$ cat config.mk
export PLATFORM = sky130hd
export DESIGN_NAME = flag_alu_pipe_flat
export DESIGN_NICKNAME = d
export VERILOG_FILES = /design/src/rtl/flag_alu_pkg.sv /design/src/rtl/flag_alu_pipe_if.sv /design/src/rtl/flag_alu_flags.sv /design/src/rtl/flag_alu_pipe.sv /design/src/flat_wrapper.sv
export SDC_FILE = /design/constraint.sdc
export NUM_CORES = 1
export LEC_CHECK = 0
export CAP_MARGIN = 0
export CORE_MARGIN = 2
export CORE_UTILIZATION = 63
export DETAILED_ROUTE_END_ITERATION = 16
export PLACE_DENSITY_LB_ADDON = 0.1
export SYNTH_ARGS = -nofsm -noshare
export SYNTH_HDL_FRONTEND = slang
export SYNTH_SLANG_ARGS = --single-unit
$ cat constraint.sdc
create_clock -name clk -period 5.3 [get_ports clk]
set_input_delay 1.59 -clock clk [delete_from_list [all_inputs] [get_ports clk]]
set_output_delay 1.59 -clock clk [all_outputs]
set_load 0.01 [all_outputs]
$ cat src/rtl/flag_alu_pkg.sv
// Shared types and helpers for the flag ALU pipeline.
//   op_e    : 3-bit opcode. All 8 encodings are defined.
//   flags_t : the flag set that comes with every result beat.
//   is_sub  : the op is a subtract type (SUB/SBB).
//   is_arith: the op goes through the adder (ADD/SUB/ADC/SBB).
package flag_alu_pkg;

  typedef enum logic [2:0] {
    OP_ADD  = 3'd0,
    OP_SUB  = 3'd1,
    OP_ADC  = 3'd2,
    OP_SBB  = 3'd3,
    OP_AND  = 3'd4,
    OP_OR   = 3'd5,
    OP_XOR  = 3'd6,
    OP_PASS = 3'd7
  } op_e;

  typedef struct packed {
    logic sign;
    logic carry;
    logic zero;
    logic parity;
    logic ovf;
  } flags_t;

  function automatic logic is_sub(op_e op);
    return (op == OP_SUB) || (op == OP_SBB);
  endfunction

  function automatic logic is_arith(op_e op);
    return (op == OP_ADD) || (op == OP_SUB) || (op == OP_ADC) || (op == OP_SBB);
  endfunction

endpackage

$ cat src/rtl/flag_alu_pipe_if.sv
// Stream interface of flag_alu_pipe.
//   Operand side : in_valid, in_ready, in_op, in_x, in_y
//   Result side  : out_valid, out_ready, out_z, out_sign, out_carry,
//                  out_zero, out_parity, out_ovf
//   Flag control : cf_q (architectural carry), clr_flags
// The master modport is the operand sequencer / writeback side.
// The slave modport is the ALU.
interface flag_alu_pipe_if #(
  parameter int WIDTH = 16
);
  import flag_alu_pkg::*;

  logic             in_valid;
  logic             in_ready;
  op_e              in_op;
  logic [WIDTH-1:0] in_x;
  logic [WIDTH-1:0] in_y;
  logic             out_valid;
  logic             out_ready;
  logic [WIDTH-1:0] out_z;
  logic             out_sign;
  logic             out_carry;
  logic             out_zero;
  logic             out_parity;
  logic             out_ovf;
  logic             cf_q;
  logic             clr_flags;

  modport master (
    output in_valid, in_op, in_x, in_y, out_ready, clr_flags,
    input  in_ready, out_valid, out_z, out_sign, out_carry, out_zero,
           out_parity, out_ovf, cf_q
  );

  modport slave (
    input  in_valid, in_op, in_x, in_y, out_ready, clr_flags,
    output in_ready, out_valid, out_z, out_sign, out_carry, out_zero,
           out_parity, out_ovf, cf_q
  );

endinterface

$ cat src/rtl/flag_alu_flags.sv
// Combinational flag generation for one ALU result.
//   z        in  WIDTH  result word
//   carry    in  1      adder bit WIDTH (carry or borrow)
//   x_msb    in  1      sign bit of operand X
//   y_msb    in  1      sign bit of operand Y
//   is_sub   in  1      subtract-type op
//   is_arith in  1      op went through the adder
//   flags    out        sign/carry/zero/parity/ovf
module flag_alu_flags
  import flag_alu_pkg::*;
#(
  parameter int WIDTH = 16
) (
  input  logic [WIDTH-1:0] z,
  input  logic             carry,
  input  logic             x_msb,
  input  logic             y_msb,
  input  logic             is_sub,
  input  logic             is_arith,
  output flags_t           flags
);

  // Add overflows when the operands agree in sign and the result disagrees.
  // Subtract overflows when the operands differ in sign and the result
  // disagrees with X.
  logic sign_rule;
  assign sign_rule = ((x_msb ^ y_msb) == is_sub);

  assign flags.sign   = z[WIDTH-1];
  assign flags.carry  = is_arith & carry;
  assign flags.zero   = (z == '0);
  assign flags.parity = ~^z;
  assign flags.ovf    = is_arith & sign_rule & (z[WIDTH-1] != x_msb);

endmodule

$ cat src/rtl/flag_alu_pipe.sv
// Registered ALU with flags over a valid/ready stream.
// Each accepted beat runs one of 8 ops. The result and its flags come out
// one cycle later. cf_q holds the carry of the last accepted op, so that
// ADC/SBB can chain multi-word arithmetic.
// Ports:
//   clk  : rising-edge clock
//   rst  : asynchronous active-high reset
//   bus  : flag_alu_pipe_if.slave (operands, results, flags, clr_flags)
// Build option:
//   FLAG_ALU_STICKY_OVF_EN defined -> out_ovf is sticky. It is set by any
//   accepted overflow and is held until clr_flags or rst.
//   Without it, out_ovf is the overflow of the beat currently in out_z.
module flag_alu_pipe
  import flag_alu_pkg::*;
#(
  parameter int WIDTH = 16
) (
  input  logic              clk,
  input  logic              rst,
  flag_alu_pipe_if.slave    bus
);

  logic             out_valid_q;
  logic [WIDTH-1:0] z_q;
  flags_t           flags_q;
  logic             cf_q;

  logic             accept;
  logic             cf_eff;
  logic [WIDTH:0]   ax;
  logic [WIDTH:0]   ay;
  logic [WIDTH:0]   sum;
  flags_t           flags_next;

  // The slot frees up when it is empty or when it is popped this cycle.
  assign bus.in_ready = !out_valid_q || bus.out_ready;
  assign accept       = bus.in_valid && bus.in_ready;

  // A clear in the same cycle as an accept takes effect before the op reads
  // the carry.
  assign cf_eff = cf_q && !bus.clr_flags;

  // NOTE: every combinational output gets a default before the case. A path
  // that leaves a signal unassigned would infer a latch.
  always_comb begin
    ax  = {1'b0, bus.in_x};
    ay  = {1'b0, bus.in_y};
    sum = '0;
    case (bus.in_op)
      OP_ADD:  sum = ax + ay;
      OP_SUB:  sum = ax - ay;
      OP_ADC:  sum = ax + ay + {{WIDTH{1'b0}}, cf_eff};
      OP_SBB:  sum = ax - ay - {{WIDTH{1'b0}}, cf_eff};
      OP_AND:  sum = ax & ay;
      OP_OR:   sum = ax | ay;
      OP_XOR:  sum = ax ^ ay;
      OP_PASS: sum = ax;
      default: sum = '0;
    endcase
  end

  flag_alu_flags #(.WIDTH(WIDTH)) u_flags (
    .z        (sum[WIDTH-1:0]),
    .carry    (sum[WIDTH]),
    .x_msb    (bus.in_x[WIDTH-1]),
    .y_msb    (bus.in_y[WIDTH-1]),
    .is_sub   (is_sub(bus.in_op)),
    .is_arith (is_arith(bus.in_op)),
    .flags    (flags_next)
  );

  // NOTE: state registers use non-blocking assignments only. Every register
  // in this block then sees the values from before the edge.
  always_ff @(posedge clk or posedge rst) begin
    if (rst) begin
      out_valid_q <= 1'b0;
      z_q         <= '0;
      flags_q     <= '0;
    end else if (accept) begin
      out_valid_q <= 1'b1;
      z_q         <= sum[WIDTH-1:0];
      flags_q     <= flags_next;
    end else if (bus.out_ready) begin
      // Popped with nothing behind it. The data stays, but it is no longer valid.
      out_valid_q <= 1'b0;
    end
  end

  // Logic ops write carry=0, so any accept overwrites cf_q.
  always_ff @(posedge clk or posedge rst) begin
    if (rst) begin
      cf_q <= 1'b0;
    end else if (accept) begin
      cf_q <= flags_next.carry;
    end else if (bus.clr_flags) begin
      cf_q <= 1'b0;
    end
  end

`ifdef FLAG_ALU_STICKY_OVF_EN
  logic ovf_sticky_q;

  // A new overflow wins over a clear in the same cycle.
  always_ff @(posedge clk or posedge rst) begin
    if (rst) begin
      ovf_sticky_q <= 1'b0;
    end else if (accept && flags_next.ovf) begin
      ovf_sticky_q <= 1'b1;
    end else if (bus.clr_flags) begin
      ovf_sticky_q <= 1'b0;
    end
  end

  assign bus.out_ovf = ovf_sticky_q;
`else
  assign bus.out_ovf = flags_q.ovf;
`endif

  assign bus.out_valid  = out_valid_q;
  assign bus.out_z      = z_q;
  assign bus.out_sign   = flags_q.sign;
  assign bus.out_carry  = flags_q.carry;
  assign bus.out_zero   = flags_q.zero;
  assign bus.out_parity = flags_q.parity;
  assign bus.cf_q       = cf_q;

endmodule

$ cat src/flat_wrapper.sv
// flat-port wrapper written by rule: the top's interface ports become plain ports
module flag_alu_pipe_flat import flag_alu_pkg::*;
#(
  parameter int WIDTH = 16
)
  (clk, rst, bus_in_valid, bus_in_op, bus_in_x, bus_in_y, bus_out_ready, bus_clr_flags, bus_in_ready, bus_out_valid, bus_out_z, bus_out_sign, bus_out_carry, bus_out_zero, bus_out_parity, bus_out_ovf, bus_cf_q);
  flag_alu_pipe_if #(.WIDTH(WIDTH)) bus_i ();
  input  logic clk;
  input  logic rst;
  input wire logic [$bits(bus_i.in_valid)-1:0] bus_in_valid;
  input wire logic [$bits(bus_i.in_op)-1:0] bus_in_op;
  input wire logic [$bits(bus_i.in_x)-1:0] bus_in_x;
  input wire logic [$bits(bus_i.in_y)-1:0] bus_in_y;
  input wire logic [$bits(bus_i.out_ready)-1:0] bus_out_ready;
  input wire logic [$bits(bus_i.clr_flags)-1:0] bus_clr_flags;
  output wire logic [$bits(bus_i.in_ready)-1:0] bus_in_ready;
  output wire logic [$bits(bus_i.out_valid)-1:0] bus_out_valid;
  output wire logic [$bits(bus_i.out_z)-1:0] bus_out_z;
  output wire logic [$bits(bus_i.out_sign)-1:0] bus_out_sign;
  output wire logic [$bits(bus_i.out_carry)-1:0] bus_out_carry;
  output wire logic [$bits(bus_i.out_zero)-1:0] bus_out_zero;
  output wire logic [$bits(bus_i.out_parity)-1:0] bus_out_parity;
  output wire logic [$bits(bus_i.out_ovf)-1:0] bus_out_ovf;
  output wire logic [$bits(bus_i.cf_q)-1:0] bus_cf_q;
  assign bus_i.in_valid = bus_in_valid;
  assign bus_i.in_op = bus_in_op;
  assign bus_i.in_x = bus_in_x;
  assign bus_i.in_y = bus_in_y;
  assign bus_i.out_ready = bus_out_ready;
  assign bus_i.clr_flags = bus_clr_flags;
  assign bus_in_ready = bus_i.in_ready;
  assign bus_out_valid = bus_i.out_valid;
  assign bus_out_z = bus_i.out_z;
  assign bus_out_sign = bus_i.out_sign;
  assign bus_out_carry = bus_i.out_carry;
  assign bus_out_zero = bus_i.out_zero;
  assign bus_out_parity = bus_i.out_parity;
  assign bus_out_ovf = bus_i.out_ovf;
  assign bus_cf_q = bus_i.cf_q;
  flag_alu_pipe #(.WIDTH(WIDTH)) u_core (.clk(clk), .rst(rst), .bus(bus_i));
endmodule
==> results of run 1 <==
metrics by stage:
stage               instances  utilization [%]  TNS [ps]
global placement         1016             92.8     -1800
floorplan                 694                -      -114
detailed placement       1016             92.8     -4260
Yosys cell counts (3+ instances only):
cell       instances  area share [%]
a2111oi_0          6             1.0
a211o_1            5            0.85
a211oi_1          14             2.0
a21o_1            13             1.9
a21oi_1           38             3.7
a22oi_1            4            0.58
a31o_2             3            0.51
a31oi_1            6            0.73
and2_1             6            0.73
and3_1             5            0.61
and3_2             3            0.44
buf_6              4            0.87
clkbuf_1          23             1.7
clkbuf_8           7             1.9
dfrtp_1           22              11
ha_1              60              15
inv_1             59             4.3
mux2i_1           15             2.9
mux4_2             6             2.6
nand2_1           62             4.5
nand2b_1           9             1.1
nand3_1           13             1.3
nand4_1            9             1.1
nor2_1            53             3.9
nor2b_1            7            0.85
nor3_1            25             2.4
nor4_1             7            0.85
o211ai_1          11             1.6
o21a_1             6            0.87
o21ai_0           55             5.3
o21bai_1           4            0.58
o22ai_1           10             1.2
o31a_1             3            0.51
o31ai_1            4            0.58
or2_2              5            0.61
or3_1             10             1.2
or4_1              5            0.73
xnor2_1           23             3.9
xor2_1            10             1.7
cell families after synthesis:
family	count (synthesis)
AO/OA/AOI/OAI	216
multiplexers	22
buffers and inverters	98
AND/OR/NAND/NOR	241
flip-flops	22
adder cells (fa/ha/maj)	62
XOR/XNOR	33
==> impl_metrics.py, run 1 <==
metrics = {
    "placed_design": {
        "postPlaceCellArea_sq_um": 7250,
        "post-place-ws_ps": -901,
        "hpwlAfterDp_mm": 16.6,
        "routabilityCongestion": 1.09,
        "io_buffers": 63,
    },
    "synth": {
        "ys.flop_type": "dfrtp_1",
        "ys_ff_latch": 22,
        "synthAdderAreaFrac_pct": 15.4,
        "syn_nets": 796,
        "yosys.area_share.simple_pct": 24.6,
        "synth_compound_area_share_pct": 28.5,
        "synth-async-reset-ratio_pct": 100,
        "synth_top_family_by_area": "compound AO/OA/AOI/OAI gates",
        "synth_mux_area_share_pct": 6.05,
        "syn_area_sq_um": 5150,
        "synth_xor_area_share_pct": 5.61,
        "synth.distinct_cells": 87,
        "synth_edf_count": 0,
        "ys_seq_area_share_pct": 10.7,
        "synth_area_per_cell_sq_um": 7.42,
        "synthCells": 694,
        "synth-warning-count": 0,
    },
    "outcome": {
        "first-error": "[ERROR DPL-0033] detailed placement checks failed during check placement.",
        "outcome": "did not finish",
        "stop_stage": "4_1_cts",
    },
    "clock_tree": {
        "clock-root-buffer": "clkbuf_8",
        "ctsLongestPathBuffers": 2,
        "postCtsHoldBufs": 0,
        "htreeDepth": 1,
        "cts-resized-gates": 113,
        "clock-sinks": 22,
        "cts_setup_buffers": 18,
        "cts_buffers": 3,
    },
    "floorplan": {
        "num_rows": 32,
        "die_h_microns": 94.4,
        "pin_count": 64,
        "start_util_pct": 66.0,
        "fp.dieW_microns": 94.4,
    },
}
==> run 2, diff against run 1 <==
CORE_UTILIZATION = 40   (was 63)
PLACE_DENSITY_LB_ADDON = 0.15   (was 0.1)
==> run 2 against run 1 <==
- the flow now finishes, with violations (setup timing)
- synthesized area unchanged
- synthesized cell count did not move
==> impl_metrics.py, run 2 <==
metrics = {
    "hold_path": {
        "hold_start": "u_core.bus.out_z[3]",
        "min_path_type": "flop to flop",
    },
    "synth": {
        "synth-async-reset-ratio_pct": 100,
        "ys.flop_type": "dfrtp_1",
        "synthCells": 694,
        "synth.top_cells.by_count": "nand2_1 (62), ha_1 (60), inv_1 (59), o21ai_0 (55), nor2_1 (53)",
        "synth.distinct_cells": 87,
        "yosysMostFrequentCell": "nand2_1",
        "synth_largest_area_cell": "ha_1",
        "syn_area_sq_um": 5150,
        "synth_area_per_cell_sq_um": 7.42,
        "synth-warning-count": 0,
        "syn_nets": 796,
        "yosysTopAreaCellShare_pct": 14.6,
        "ys_ff_latch": 22,
        "yosys-top-cells-area": "ha_1 (15%), dfrtp_1 (11%), o21ai_0 (5.3%)",
        "ys_seq_area_share_pct": 10.7,
        "synth_edf_count": 0,
    },
    "drt": {
        "routedWlPerCell_microns": 16.8,
        "wirelength_mm": 19.2,
        "dr.pass1.iters": 5,
        "drt-initial-drc-count": 322,
        "postRouteAntennaNets": 0,
        "vias_per_cell": 5.53,
        "vias": 6335,
        "drc_errors": 0,
    },
    "timing": {
        "final.period_utilization_pct": 101,
        "fin_worst_skew_ps": 0.388,
        "hold_viol_final": 0,
        "max_freq_ghz": 0.187,
        "period_minus_slack_ps": 5350,
        "final_max_slew_viol_count": 0,
        "rsz0062_at_grt": "yes",
        "maxSlewHeadroom_pct": 47.3,
        "fin_ws_ps": -46.4,
        "worst-slew-pin-transition_ps": 789,
        "hold_ws_ps": 481,
        "report.final.setup_viol": 1,
    },
    "worst_setup_path": {
        "crit_slowest_cell": "or4b_4",
        "worstSetupStartpoint": "bus_in_y[0]",
        "slowest_delay_ps": 560,
        "crit_family": "simple AND/OR/NAND/NOR gates",
        "path_class": "primary input to flop",
        "worstSetupStartpointType": "primary input",
        "critical_path_buf_inv_count": 3,
        "r2r_start": "u_core.bus.cf_q",
        "worstPathCellList": "buf_4 > ha_4 > inv_2 > fa_2 > nand2b_4 > a2111o_1 > buf_4 > and3_4 > or2_4 > nand4b_4 > or4_4 > or4b_4 > nand3_4 > o21ai_2 > a21o_2 > ha_4 > xnor2_2 > xnor2_1 > xnor2_1 > o21ai_1",
        "required_ps": 5430,
        "critPathCaptureType": "flop",
        "cp_data_arrival_time_ps": 5470,
        "crit_fanout": 3,
    },
    "floorplan": {
        "die_h_microns": 117,
        "dieArea_sq_um": 13800,
        "pin_count": 64,
        "core_sq_um": 12600,
        "num_rows": 41,
        "fp.dieW_microns": 117,
        "start_util_pct": 40.8,
    },
    "clock_tree": {
        "clkTransAtPathRegs_ps": 50,
        "ctsLongestPathBuffers": 2,
        "postCtsHoldBufs": 0,
        "clock-root-buffer": "clkbuf_16",
        "clock_latency_ps": 250,
        "cts_buffers": 3,
        "htreeDepth": 1,
        "clock-sinks": 22,
        "tritoncts": "yes",
    },
    "placed_design": {
        "hpwlAfterDp_mm": 15.5,
        "io_buffers": 63,
        "dp_cells": 1110,
        "routabilityCongestion": 0.927,
    },
    "cells_and_area": {
        "drive_above_1_share_pct": 42.3,
        "layoutNonFillerInstCount": 1145,
        "layout_common_cells": "buf_4 (234), nand2_1 (61), nor2_1 (50)",
        "syn_to_final_growth_pct": 63.4,
        "num-nets-final": 1077,
        "largest_register_ffs": 15,
        "diodes": 0,
        "final_common_cell": "buf_4",
    },
    "global_routing": {
        "antenna_found_initial": 0,
        "grt_usage_pct": 27.7,
        "grt_pass1_vias": 6358,
        "grt_max_degree": 43,
        "grt-ovfl-total": 0,
        "grt_pass1_wl_mm": 31.7,
    },
    "power": {
        "total_power_mw": 1.55,
        "ir_worst_vdd_uv": 106,
        "power_density_nw_per_um2": 184,
        "leakage_nw": 3.82,
    },
    "flow_run": {
        "maxCapViolCount": 0,
    },
    "outcome": {
        "violations": "setup timing",
        "outcome": "finished, violations left",
    },
}
==> run 2: final cells by class <==
class	count	area (sq um)
Multi-Input combinational cell	574	4800
Fill cell	1110	4200
Timing Repair Buffer	314	2530
Sequential cell	22	551
Inverter	60	248
Tap cell	172	215
Clock buffer	3	75.1
==> run 2: where the power goes <==
part           internal, mW  total [mW]  switching [mW]
Combinational         0.620        1.18           0.557
Clock                0.0995       0.154          0.0542
Sequential            0.201       0.219          0.0180
==> run 2: final timing paths <==
kind	to	slack, ps	depth (start not counted)
min reg2reg	u_core.bus.out_z[3]	480	2
max	u_core.bus.out_parity	-50	20
min	u_core.bus.out_z[3]	480	2
max in group asynchronous	u_core.bus.out_z[0]	3020	2
min in group asynchronous	u_core.bus.out_z[14]	1780	2
max reg2reg	u_core.bus.out_parity	1680	15
==> run 2: metal layers <==
metal | routed length [microns] | share of wire [%] | GRT usage (%) | vias to the layer above
li1 | - | - | - | 3097
met1 | 8220 | 43 | 35.1 | 2982
met2 | 9380 | 49 | 48.5 | 214
met3 | 1070 | 5.6 | 3.05 | 42
met4 | 572 | 3.0 | 10.0 | 0
met5 | 0 | 0 | 0 | -
==> run 2: timing repair <==
item	in CTS	in global routing
resized for setup	145	65
pin swaps	47	46
setup buffers	25	9
endpoints found under the setup margin	6	3
==> run 2: worst min-delay path: stages (launching register included) <==
cell and delay (ps):
dfrtp_1 340, nand2_1 50, o21ai_0 60
==> run 2: kinds of logic after synthesis <==
kind of cell / Yosys count / synth area share, %
buffers and inverters: 98 / 9.21
adders and majority gates: 62 / 15.4
DFF: 22 / 10.7
muxes: 22 / 6.05
AOI/OAI and AO/OA: 216 / 28.5
and+or+nand+nor: 241 / 24.6
xor gates and xnor gates: 33 / 5.61
==> run 2: metrics by stage <==
stage          setup TNS (ps)  cell area, sq um  util (%)  setup WS, ps
2_1_floorplan            -114              5260         -          -114
3_3_place_gp            -2350              7520      59.6          -800
3_5_place_dp            -2910              7520      59.6          -864
4_1_cts                  -177              8180      64.8          -140
5_1_grt                  -218              8420      66.7          -207
6_report                -46.4              8420      66.7         -46.4
Power figures use the tool's default switching activity.
